File: config.mk
export PLATFORM = sky130hd
export DESIGN_NAME = stream_demux_flat
export DESIGN_NICKNAME = d
export VERILOG_FILES = /design/src/rtl/stream_demux_pkg.sv /design/src/rtl/stream_demux_if.sv /design/src/rtl/stream_reg_slice.sv /design/src/rtl/stream_demux.sv /design/src/flat_wrapper.sv
export SDC_FILE = /design/constraint.sdc
export NUM_CORES = 1
export LEC_CHECK = 0
export CORE_MARGIN = 2
export CORE_UTILIZATION = 39
export CTS_CLUSTER_SIZE = 28
export DETAILED_ROUTE_END_ITERATION = 6
export HOLD_SLACK_MARGIN = 0.12
export PLACE_DENSITY = 0.84
export SYNTH_ARGS = -nofsm -noshare
export SYNTH_HDL_FRONTEND = slang
export SYNTH_SLANG_ARGS = --single-unit
File: constraint.sdc
create_clock -name clk -period 1.9 [get_ports clk]
set_clock_uncertainty 0.2 [all_clocks]
set_input_delay 0.19 -clock clk [delete_from_list [all_inputs] [get_ports clk]]
set_output_delay 0.19 -clock clk [all_outputs]
set_load 0.01 [all_outputs]
File: src/rtl/stream_demux_pkg.sv
// Shared sizing helpers and default parameters for the stream demultiplexer.
package stream_demux_pkg;

    function automatic int unsigned clog2_f(input int unsigned n);
        int unsigned r;
        r = 0;
        while ((r < 32) && ((32'd1 << r) < n)) begin
            r = r + 1;
        end
        return r;
    endfunction

    // A one-channel demux still needs a 1-bit tag so the port exists.
    function automatic int unsigned dest_w_for(input int unsigned n);
        return (n <= 1) ? 1 : clog2_f(n);
    endfunction

    function automatic int unsigned sat_max(input int unsigned w);
        return (w >= 32) ? 32'hFFFF_FFFF : ((32'd1 << w) - 32'd1);
    endfunction

    localparam int unsigned DEF_DATA_W  = 8;
    localparam int unsigned DEF_NUM_OUT = 3;
    localparam int unsigned DEF_DEST_W  = dest_w_for(DEF_NUM_OUT);
    localparam int unsigned DEF_CNT_W   = 8;

endpackage

File: src/rtl/stream_demux_if.sv
// Bundle of the input stream, per-channel output streams and drop status.
import stream_demux_pkg::*;

interface stream_demux_if #(
    parameter int DATA_W  = DEF_DATA_W,
    parameter int NUM_OUT = DEF_NUM_OUT,
    parameter int DEST_W  = DEF_DEST_W,
    parameter int CNT_W   = DEF_CNT_W
) ();
    logic               in_valid;
    logic               in_ready;
    logic [DATA_W-1:0]  in_data;
    logic [DEST_W-1:0]  in_dest;
    logic [NUM_OUT-1:0] out_valid;
    logic [NUM_OUT-1:0] out_ready;
    logic [DATA_W-1:0]  out_data;
    logic [CNT_W-1:0]   drop_cnt;
    logic               drop_pulse;

    modport slave (
        input  in_valid, in_data, in_dest, out_ready,
        output in_ready, out_valid, out_data, drop_cnt, drop_pulse
    );

    modport master (
        output in_valid, in_data, in_dest, out_ready,
        input  in_ready, out_valid, out_data, drop_cnt, drop_pulse
    );
endinterface

File: src/rtl/stream_reg_slice.sv
// Single-entry valid/ready register slice; full throughput when the sink drains every cycle.
import stream_demux_pkg::*;

module stream_reg_slice #(
    parameter int W = 8
) (
    input  logic         clk,
    input  logic         rst,
    input  logic         s_valid_i,
    output logic         s_ready_o,
    input  logic [W-1:0] s_data_i,
    output logic         m_valid_o,
    input  logic         m_ready_i,
    output logic [W-1:0] m_data_o
);
    logic         full_q, full_d;
    logic [W-1:0] data_q, data_d;
    logic         load;

    // Accept while empty, or while the held entry leaves in the same cycle.
    assign s_ready_o = !full_q || m_ready_i;
    assign load      = s_valid_i && s_ready_o;

    always_comb begin
        full_d = load || (full_q && !m_ready_i);
        data_d = load ? s_data_i : data_q;
    end

    always_ff @(posedge clk or posedge rst) begin
        if (rst) begin
            full_q <= 1'b0;
            data_q <= '0;
        end else begin
            full_q <= full_d;
            data_q <= data_d;
        end
    end

    assign m_valid_o = full_q;
    assign m_data_o  = data_q;
endmodule

File: src/rtl/stream_demux.sv
// Registered 1-to-N stream demultiplexer with out-of-range drop counting.
import stream_demux_pkg::*;

module stream_demux #(
    parameter int DATA_W  = DEF_DATA_W,
    parameter int NUM_OUT = DEF_NUM_OUT,
    parameter int DEST_W  = DEF_DEST_W,
    parameter int CNT_W   = DEF_CNT_W
) (
    input logic            clk,
    input logic            rst,
    stream_demux_if.slave  bus
);
    localparam int PW = DEST_W + DATA_W;
    localparam logic [DEST_W:0]  NUM_OUT_L = (DEST_W + 1)'(NUM_OUT);
    localparam logic [CNT_W-1:0] CNT_MAX   = CNT_W'(sat_max(CNT_W));

    logic               dest_ok;
    logic               in_ready;
    logic               full;
    logic               drain;
    logic               drop;
    logic [PW-1:0]      payload;
    logic [DEST_W-1:0]  dest_q;
    logic [DATA_W-1:0]  data_q;
    logic [NUM_OUT-1:0] sel;
    logic [CNT_W-1:0]   cnt_q, cnt_d;
    logic               pulse_q, pulse_d;

    assign dest_ok = {1'b0, bus.in_dest} < NUM_OUT_L;

    // Only in-range beats enter the slot; out-of-range ones share in_ready but vanish.
    stream_reg_slice #(
        .W (PW)
    ) u_slot (
        .clk       (clk),
        .rst       (rst),
        .s_valid_i (bus.in_valid && dest_ok),
        .s_ready_o (in_ready),
        .s_data_i  ({bus.in_dest, bus.in_data}),
        .m_valid_o (full),
        .m_ready_i (drain),
        .m_data_o  (payload)
    );

    assign {dest_q, data_q} = payload;

    for (genvar gi = 0; gi < NUM_OUT; gi++) begin : g_sel
        assign sel[gi] = full && (dest_q == DEST_W'(gi));
    end

    // Masking with sel makes the ready of unselected channels irrelevant.
    assign drain = |(sel & bus.out_ready);
    assign drop  = bus.in_valid && in_ready && !dest_ok;

    always_comb begin
        cnt_d   = cnt_q;
        pulse_d = drop;
        if (drop && (cnt_q != CNT_MAX)) begin
            cnt_d = cnt_q + CNT_W'(1);
        end
    end

    always_ff @(posedge clk or posedge rst) begin
        if (rst) begin
            cnt_q   <= '0;
            pulse_q <= 1'b0;
        end else begin
            cnt_q   <= cnt_d;
            pulse_q <= pulse_d;
        end
    end

    assign bus.in_ready   = in_ready;
    assign bus.out_valid  = sel;
    assign bus.out_data   = data_q;
    assign bus.drop_cnt   = cnt_q;
    assign bus.drop_pulse = pulse_q;
endmodule

File: src/flat_wrapper.sv
// flat-port wrapper written by rule: the top's interface ports become plain ports
module stream_demux_flat 
#(
    parameter int DATA_W  = DEF_DATA_W,
    parameter int NUM_OUT = DEF_NUM_OUT,
    parameter int DEST_W  = DEF_DEST_W,
    parameter int CNT_W   = DEF_CNT_W
)
  (clk, rst, bus_in_valid, bus_in_data, bus_in_dest, bus_out_ready, bus_in_ready, bus_out_valid, bus_out_data, bus_drop_cnt, bus_drop_pulse);
  stream_demux_if #(.DATA_W(DATA_W), .NUM_OUT(NUM_OUT), .DEST_W(DEST_W), .CNT_W(CNT_W)) bus_i ();
  input logic clk;
  input logic rst;
  input wire logic [$bits(bus_i.in_valid)-1:0] bus_in_valid;
  input wire logic [$bits(bus_i.in_data)-1:0] bus_in_data;
  input wire logic [$bits(bus_i.in_dest)-1:0] bus_in_dest;
  input wire logic [$bits(bus_i.out_ready)-1:0] bus_out_ready;
  output wire logic [$bits(bus_i.in_ready)-1:0] bus_in_ready;
  output wire logic [$bits(bus_i.out_valid)-1:0] bus_out_valid;
  output wire logic [$bits(bus_i.out_data)-1:0] bus_out_data;
  output wire logic [$bits(bus_i.drop_cnt)-1:0] bus_drop_cnt;
  output wire logic [$bits(bus_i.drop_pulse)-1:0] bus_drop_pulse;
  assign bus_i.in_valid = bus_in_valid;
  assign bus_i.in_data = bus_in_data;
  assign bus_i.in_dest = bus_in_dest;
  assign bus_i.out_ready = bus_out_ready;
  assign bus_in_ready = bus_i.in_ready;
  assign bus_out_valid = bus_i.out_valid;
  assign bus_out_data = bus_i.out_data;
  assign bus_drop_cnt = bus_i.drop_cnt;
  assign bus_drop_pulse = bus_i.drop_pulse;
  stream_demux #(.DATA_W(DATA_W), .NUM_OUT(NUM_OUT), .DEST_W(DEST_W), .CNT_W(CNT_W)) u_core (.clk(clk), .rst(rst), .bus(bus_i));
endmodule
# Word-level counts from Yosys, hierarchy flattened
# Cells that the tools add are included.
# W data, S select, Z words.
# word_totals
elab_cells	26
inputBits	16
ff_bits	20
output_inout_bits	21
# op_classes
bitwise_logic	1
order_cmp	1
n_eq_ne	3
n_reduce_logical	16
addsub	1
# op_table
cell	n
$logic_and A1 B1 Y1	9
$add A8 B1 Y8 const B	1
$ne A8 B8 Y1 const B	1
$and A3 B3 Y3	1
$logic_not A1 Y1	3
$reduce_or A3 Y1	1
$eq A2 B1 Y1 const B	1
$eq A2 B2 Y1 const B	1
$logic_not A2 Y1	1
$logic_or A1 B1 Y1	2
$lt A2 B2 Y1 const B	1

# Logic depth before layout (Yosys ltp)
# Gate-level depths: netlist of the first run.
# logic_depth
ltp_word	8
ltp_mapped	5
mapped_depth_nobuf	5

# Modules after synthesis
# A second synthesis of the first run with hierarchy kept.
# unflattened
cells_unflattened	71
area_unflattened_um2	973.4
# modules_own_cells
mod	n_inst	cells_each	area_each_um2	seq_area_each_um2
stream_demux	1	46	504.2	225.2
stream_reg_slice	1	25	469.2	275.3

# Least setup slack after synthesis of the first run
# OpenSTA, ideal clock, no wires.
# synth_timing
path_type	register to register
startpoint	register u_core.cnt_q[0], in the netlist u_core.bus.drop_cnt[0]
endpoint	register u_core.cnt_q[1], in the netlist u_core.bus.drop_cnt[1]
synth_period_minus_slack_ns	1.922
required_time_ns	1.575
n_path_buf	0
t_arrival_ns	1.597
stages_incl_launch_ff	6
setup_time_ns	0.125
path_slack_ns	-0.022
path_cell_list	dfrtp_1 ha_1 nand2_1 nor3_1 nor2_2 mux2_2
# synth_between
elab_chain_len	2
elab_cells_between_ends	3
classes_between	1 x add/sub; 1 x eq/ne; 1 x reduce/logical
# synth_lines
item	line_no	rtl
start, declared	stream_demux.sv:27	logic [CNT_W-1:0] cnt_q, cnt_d;
start signal, assigned	stream_demux.sv:69	cnt_q <= cnt_d;
branches (longest 2 deep; another with $add A8 B1 Y8)	n/a	
# Parallel ways; which one is timed is not known.
# A chain may end at the register's enable or synchronous reset.

# Worst setup path in the final report of the first run
# layout_timing
startpoint	register u_core.u_slot.data_q[9], in the netlist u_core.u_slot.m_data_o[9]
endpoint	output bus_in_ready
# layout_between
elab_chain_len	5
elab_cells_between_ends	9
classes_between	2 x eq/ne; 1 x bitwise; 6 x reduce/logical
# layout_lines
item	line_no	rtl
start, declared	stream_reg_slice.sv:17	logic [W-1:0] data_q, data_d;
start signal, assigned	stream_reg_slice.sv:35	data_q <= data_d;
$eq A2 B1 Y1 (tied with other cells)	stream_demux.sv:49	assign sel[gi] = full && (dest_q == DEST_W'(gi));
$logic_and A1 B1 Y1	stream_demux.sv:49	
$and A3 B3 Y3 (*)	stream_demux.sv:53	assign drain = |(sel & bus.out_ready);
$reduce_or A3 Y1 (*)	stream_demux.sv:53	
$logic_or A1 B1 Y1 (*)	stream_reg_slice.sv:21	assign s_ready_o = !full_q || m_ready_i;
end, declared	flat_wrapper.sv:17	output wire logic [$bits(bus_i.in_ready)-1:0] bus_in_ready;
# Mark *: on every way between the ends. The rest lies on a longest branch, timed or not.

==> results of run 1 <==
flip-flops by register name, summed over array words and instances (netlist names):
register	cells
u_core.bus.drop_pulse	1
u_core.u_slot.m_data_o	10
u_core.bus.drop_cnt	8
u_core.u_slot.m_valid_o	1
placed cells by master, fill, tap and decap left out, types with 2 or more instances in the layout:
cell type / count
nor4_2: 2
inv_1: 4
nand3_1: 2
dlygate4sd2_1: 3
buf_4: 11
dfrtp_1: 20
mux2_2: 6
clkbuf_4: 3
buf_6: 3
clkdlybuf4s50_1: 32
a21oi_2: 2
xor2_1: 5
nor2_1: 4
nand2_1: 6
mux2_4: 6
through the flow:
stage / util / instances / cell area, um^2 / setup slack (ns)
CTS: 0.605 / 158 / 1490 / -0.0831
global route: 0.646 / 160 / 1590 / -0.128
floorplan: - / 83 / 1000 / 0.00513
global placement: 0.573 / 150 / 1410 / -0.201
finish: 0.646 / 160 / 1590 / -0.0582
detailed placement: 0.573 / 150 / 1410 / -0.229
report_power, final:
| part | internal [uW] | switching (uW) |
|---|---|---|
| Combinational | 643 | 433 |
| Clock | 213 | 127 |
| Sequential | 589 | 144 |
| Total | 1450 | 704 |
cell type report:
type,count,area (um^2)
timing repair buffer,50,473
tap,30,37.5
inverter,5,18.8
fill,195,870
sequential,20,500
clock buffer,3,22.5
clock inverter,1,30.0
multi-input combinational,51,503
worst max-delay path, stage by stage, from the launching register on:
cell and delay, ns:
dfrtp_1 0.44, mux2_4 0.33, a211o_4 0.37, buf_6 0.13
routing by layer:
metal / global-route usage / share of wire / vias up
li1: - / - / 379
met1: 0.183 / 0.40 / 367
met2: 0.305 / 0.53 / 23
met3: 0.0383 / 0.057 / 2
met4: 0.0750 / 0.0062 / 0
met5: 0 / 0 / -
logic make-up (layout without fill, tap and decap cells):
kind of cell               after synthesis  count (layout)
muxes                                   12              12
DFF                                     20              20
xor gates and xnor gates                 5               5
buffers and inverters                   13              59
adders and majority gates                1               1
AOI/OAI and AO/OA                        6               6
and+or+nand+nor                         26              27
what timing repair did:
item / 4_1_cts / 5_1_grt
endpoints found under the hold margin: 20 / 0
cloned: 1 / 0
hold buffers: 1 / 0
pin swaps: 2 / 8
resized for setup: 7 / 18
endpoints found under the setup margin: 17 / 18
buffers inserted: 2 / 2
final timing paths:
check,depth (start not counted),end,start
worst max-delay path,3,bus_in_ready,u_core.u_slot.m_data_o[9]
worst min-delay path,2,u_core.u_slot.m_data_o[2],bus_in_data[2]
worst max register to register,4,u_core.u_slot.m_data_o[9],u_core.u_slot.m_data_o[9]
worst min register to register,1,u_core.bus.drop_cnt[5],u_core.bus.drop_cnt[5]
max in group asynchronous,4,u_core.u_slot.m_data_o[0],rst
min in group asynchronous,4,u_core.bus.drop_cnt[6],rst
==> results.yml, run 1 <==
synthesis:
  synth_warnings: 0
  synth.largest_area_cell: "dfrtp_1"
  synthXorXnorAreaFrac: 0.0440
  ys_seq_area_frac: 0.503
  yosysMostFrequentCell: "dfrtp_1"
  yosys.area_share.adder: 0.0126
  synthSimpleGateAreaFrac: 0.157
  synth.top_cells.by_count: "dfrtp_1 (20), mux2_2 (11), buf_4 (8)"
  syn_nets: 100
  ys_types: 24
  synth.area.mux_share: 0.139
  syn_avg_cell_area_um2: 12.0
  synth_compound_area_frac: 0.0653
  syn_area_um2: 996
  syn_inst: 83
  synth_edf_count: 0
  synthArstFlopShare: 1.00
  yosys.area.top_type_share: 0.503
  synthFlopType: "dfrtp_1"
  synth-seq-cells: 20
  synth_top_family_by_area: "simple AND/OR/NAND/NOR gates"
  ys_top_cells_by_area: "dfrtp_1 (50%), mux2_2 (12%), buf_4 (6.0%), xor2_1 (4.4%), nand2_1 (2.6%)"
drt:
  drc_errors: 0
  drtPass1Iterations: 4
  via_count: 771
  drt_iter0_drc: 5
  wl_per_cell_um: 14.0
  route.antenna.remaining_nets: 0
  drt-total-wl_um: 2250
  vias_per_cell: 4.82
clocking:
  clk_path_buf_depth: 2
  clkTransAtPathRegs_ns: 0.11
  cts_tree: "done"
  cts_num_sinks: 20
  htree_levels: 1
  clock_latency_ns: 0.30
  numCtsBuffers: 3
  cts-root-buf: "clkbuf_4"
setup_path:
  cp-start-kind: "flip-flop"
  crit_required_ns: 1.51
  critPathCaptureType: "output port"
  setup.worst_path.class: "flip-flop to output port"
  r2r_setup_slack_ns: -0.04
  cp_max_fo: 4
  critPathArrivalTime_ns: 1.57
sta:
  slew_headroom: 0.753
  maxSlewViolCount: 0
  period_minus_slack_ns: 1.96
  post-route-period-util: 1.03
  finalSetupTns_ns: -0.251
  tightest_slew_ns: 0.371
  fin_hold_ws_ns: 0.300
  rsz0062_at_grt: "true"
  hold_viol: 0
  setup_slack_ns: -0.0582
  clock.fmax_ghz: 0.511
  setup_viol: 6
final_layout:
  area_growth_pct: 59.2
  drive_above_1_share: 0.354
  diodes: 0
  nets: 148
hold_path:
  hold_class: "primary input to flip-flop"
run_status:
  status: "finished with violations"
  violations: "negative setup slack"
power_and_ir_drop:
  cellLeakagePower_uw: 0.000739
  power_uw: 2150
  peakVddDrop_mv: 1.04
  power.density_nw_per_um2: 1360
global_route:
  grt-ovfl-total: 0
  grt_pass1_wl_um: 3370
  grt_usage: 0.168
  grt_pass1_vias: 762
  grt_max_degree: 21
  antenna_found_initial: 0
die:
  die_w_um: 54.5
  start_util: 0.406
  die-height_um: 54.5
  die-area_um2: 2970
  num_io_pins: 37
  core_um2: 2450
  row_count: 18
placement:
  io_buffers: 36
  place_congestion: 0.694
  post-dp-hpwl_um: 1590
job:
  drv_cap: 0
No activity file was read; power rests on OpenSTA's default activity.
==> run 2, diff against run 1 <==
- CTS_CLUSTER_SIZE: 28 -> 24
==> results of run 2 <==
No change in the layout: final DEF, timing and power equal those of run 1.
==> run 3, diff against run 2 <==
- MAX_ROUTING_LAYER: not set -> met4
- REMOVE_ABC_BUFFERS: not set -> 1
==> run 3 against run 2 <==
The run still ends with negative setup slack left; sequential power down 2%; critical path depth unchanged; flip-flop and latch count unchanged; first-iteration DRC count up 40%; count of clock-buffer cells in the layout unchanged; register-to-register slack better by 0.03 ns; worst setup slack better by 0.035 ns; maximum frequency up 1.8%; cell count down 2.5%; hold slack worse by 0.012 ns; critical path type unchanged; critical endpoint unchanged; highest routed layer unchanged.
==> results.yml, run 3 (synthesis results as in run 1) <==
run_status:
  status: "finished with violations"
  violations: "negative setup slack"
sta:
  period_minus_slack_ns: 1.92
  slew_headroom: 0.733
  rsz0062_at_grt: "true"
  maxSlewViolCount: 0
  clock.fmax_ghz: 0.520
  finalSetupTns_ns: -0.0480
  setup_viol: 4
  post-route-period-util: 1.01
  setup_slack_ns: -0.0235
  fin_hold_ws_ns: 0.288
  tightest_slew_ns: 0.400
  hold_viol: 0
drt:
  route.antenna.remaining_nets: 0
  drt-total-wl_um: 2120
  wl_per_cell_um: 13.6
  drtPass1Iterations: 4
  vias_per_cell: 5.01
  drc_errors: 0
  via_count: 781
  drt_iter0_drc: 7
setup_path:
  regToRegEndpoint: "u_core.u_slot.m_data_o[8]"
  crit_start: "u_core.u_slot.m_data_o[9]"
  rr_startpoint: "u_core.u_slot.m_data_o[9]"
  critPathCaptureType: "output port"
  setup.worst_path.class: "flip-flop to output port"
  r2r_setup_slack_ns: -0.01
  cp-start-kind: "flip-flop"
  endpoint: "bus_in_ready"
  critPathArrivalTime_ns: 1.53
  reg2reg_depth: 4
  crit_required_ns: 1.51
  cp_max_fo: 3
die:
  start_util: 0.406
  die_w_um: 54.5
  core_um2: 2450
  num_io_pins: 37
  row_count: 18
  die-area_um2: 2970
  die-height_um: 54.5
clocking:
  clkTransAtPathRegs_ns: 0.12
  htree_levels: 1
  cts-root-buf: "clkbuf_4"
  numCtsBuffers: 3
  cts_num_sinks: 20
  cts_tree: "done"
  clk_path_buf_depth: 2
  clock_latency_ns: 0.30
global_route:
  antenna_found_initial: 0
  grt-ovfl-total: 0
  grt_pass1_vias: 746
  grt_usage: 0.161
  grt_max_degree: 21
  grt_pass1_wl_um: 3260
power_and_ir_drop:
  peakVddDrop_mv: 0.882
  power.density_nw_per_um2: 1350
  cellLeakagePower_uw: 0.000685
final_layout:
  largest_reg_flops: 10
  drive_above_1_share: 0.302
  mostFrequentLayoutCell: "clkdlybuf4s50_1"
  nets: 144
  final_cell_mix: "clkdlybuf4s50_1 (32), dfrtp_1 (19), mux2_2 (11), buf_4 (10), nand2_1 (7)"
  fin_util: 0.610
  final_cells: 156
  final_cell_area_um2: 1500
  area_growth_pct: 50.3
  diodes: 0
placement:
  post-dp-hpwl_um: 1610
  place_area_um2: 1400
  io_buffers: 36
  place_congestion: 0.833
  dp_cells: 150
job:
  drv_cap: 0
hold_path:
  hold_class: "primary input to flip-flop"
-- run 3: cell count changes in the layout (fill, tap and decap cells not counted), moves of 2 or more --
cell     delta
a21oi_1     +2
a21oi_2     -2
mux2_4      -5
mux2_2      +5
buf_6       -3
-- run 3: where the power goes --
group	switching [uW]	internal, uW
clock	135	213
combinational	386	571
sequential	128	591
total	650	1380
-- run 3: worst min-delay path by stage --
stage | slack (ns) | cells past startpoint | start | end
3_5_place_dp | 0.29 | 1 | u_core.bus.drop_cnt[5] | u_core.bus.drop_cnt[5]
4_1_cts | 0.28 | 2 | bus_in_data[6] | u_core.u_slot.m_data_o[6]
6_report | 0.29 | 2 | bus_in_data[6] | u_core.u_slot.m_data_o[6]
5_1_grt | 0.28 | 2 | bus_in_data[0] | u_core.u_slot.m_data_o[0]
3_3_place_gp | 0.28 | 1 | u_core.bus.drop_cnt[5] | u_core.bus.drop_cnt[5]
2_1_floorplan | -0.05 | 1 | rst | u_core.bus.drop_cnt[0]
-- run 3: per-stage QoR --
stage | power, uW | setup WS, ns
after global placement | 1660 | -0.194
after CTS | 2030 | -0.0433
after floorplan | 1170 | -0.0216
final | 2030 | -0.0235
after detailed placement | 1700 | -0.215
after global routing | 2170 | -0.0681
-- run 3: worst max-delay path, stage by stage, from the launching register on --
cell	delay (ns)
dfrtp_1	0.43
mux2_4	0.32
a211o_4	0.35
buf_2	0.15
-- run 3: area by class of cell --
type,instances,area (um^2)
Clock buffer,3,22.5
Clock inverter,1,30.0
Fill cell,199,958
Inverter,5,18.8
Multi-Input combinational cell,50,448
Sequential cell,20,502
Tap cell,30,37.5
Timing Repair Buffer,47,438
-- run 3: timing repair --
action                                  in CTS  in global routing
pin swaps                                    0                  3
setup buffers                                1                  0
resized for setup                            7                  8
hold buffers                                 1                  0
endpoints found under the setup margin      15                 18
endpoints found under the hold margin       20                  0
-- run 3: layer usage --
layer  vias up  global-route usage  share of wire
li1        368                   -              -
met1       379               0.196           0.43
met2        30               0.253           0.48
met3         4              0.0355          0.070
met4         0              0.0750          0.017
met5         -                   -              0
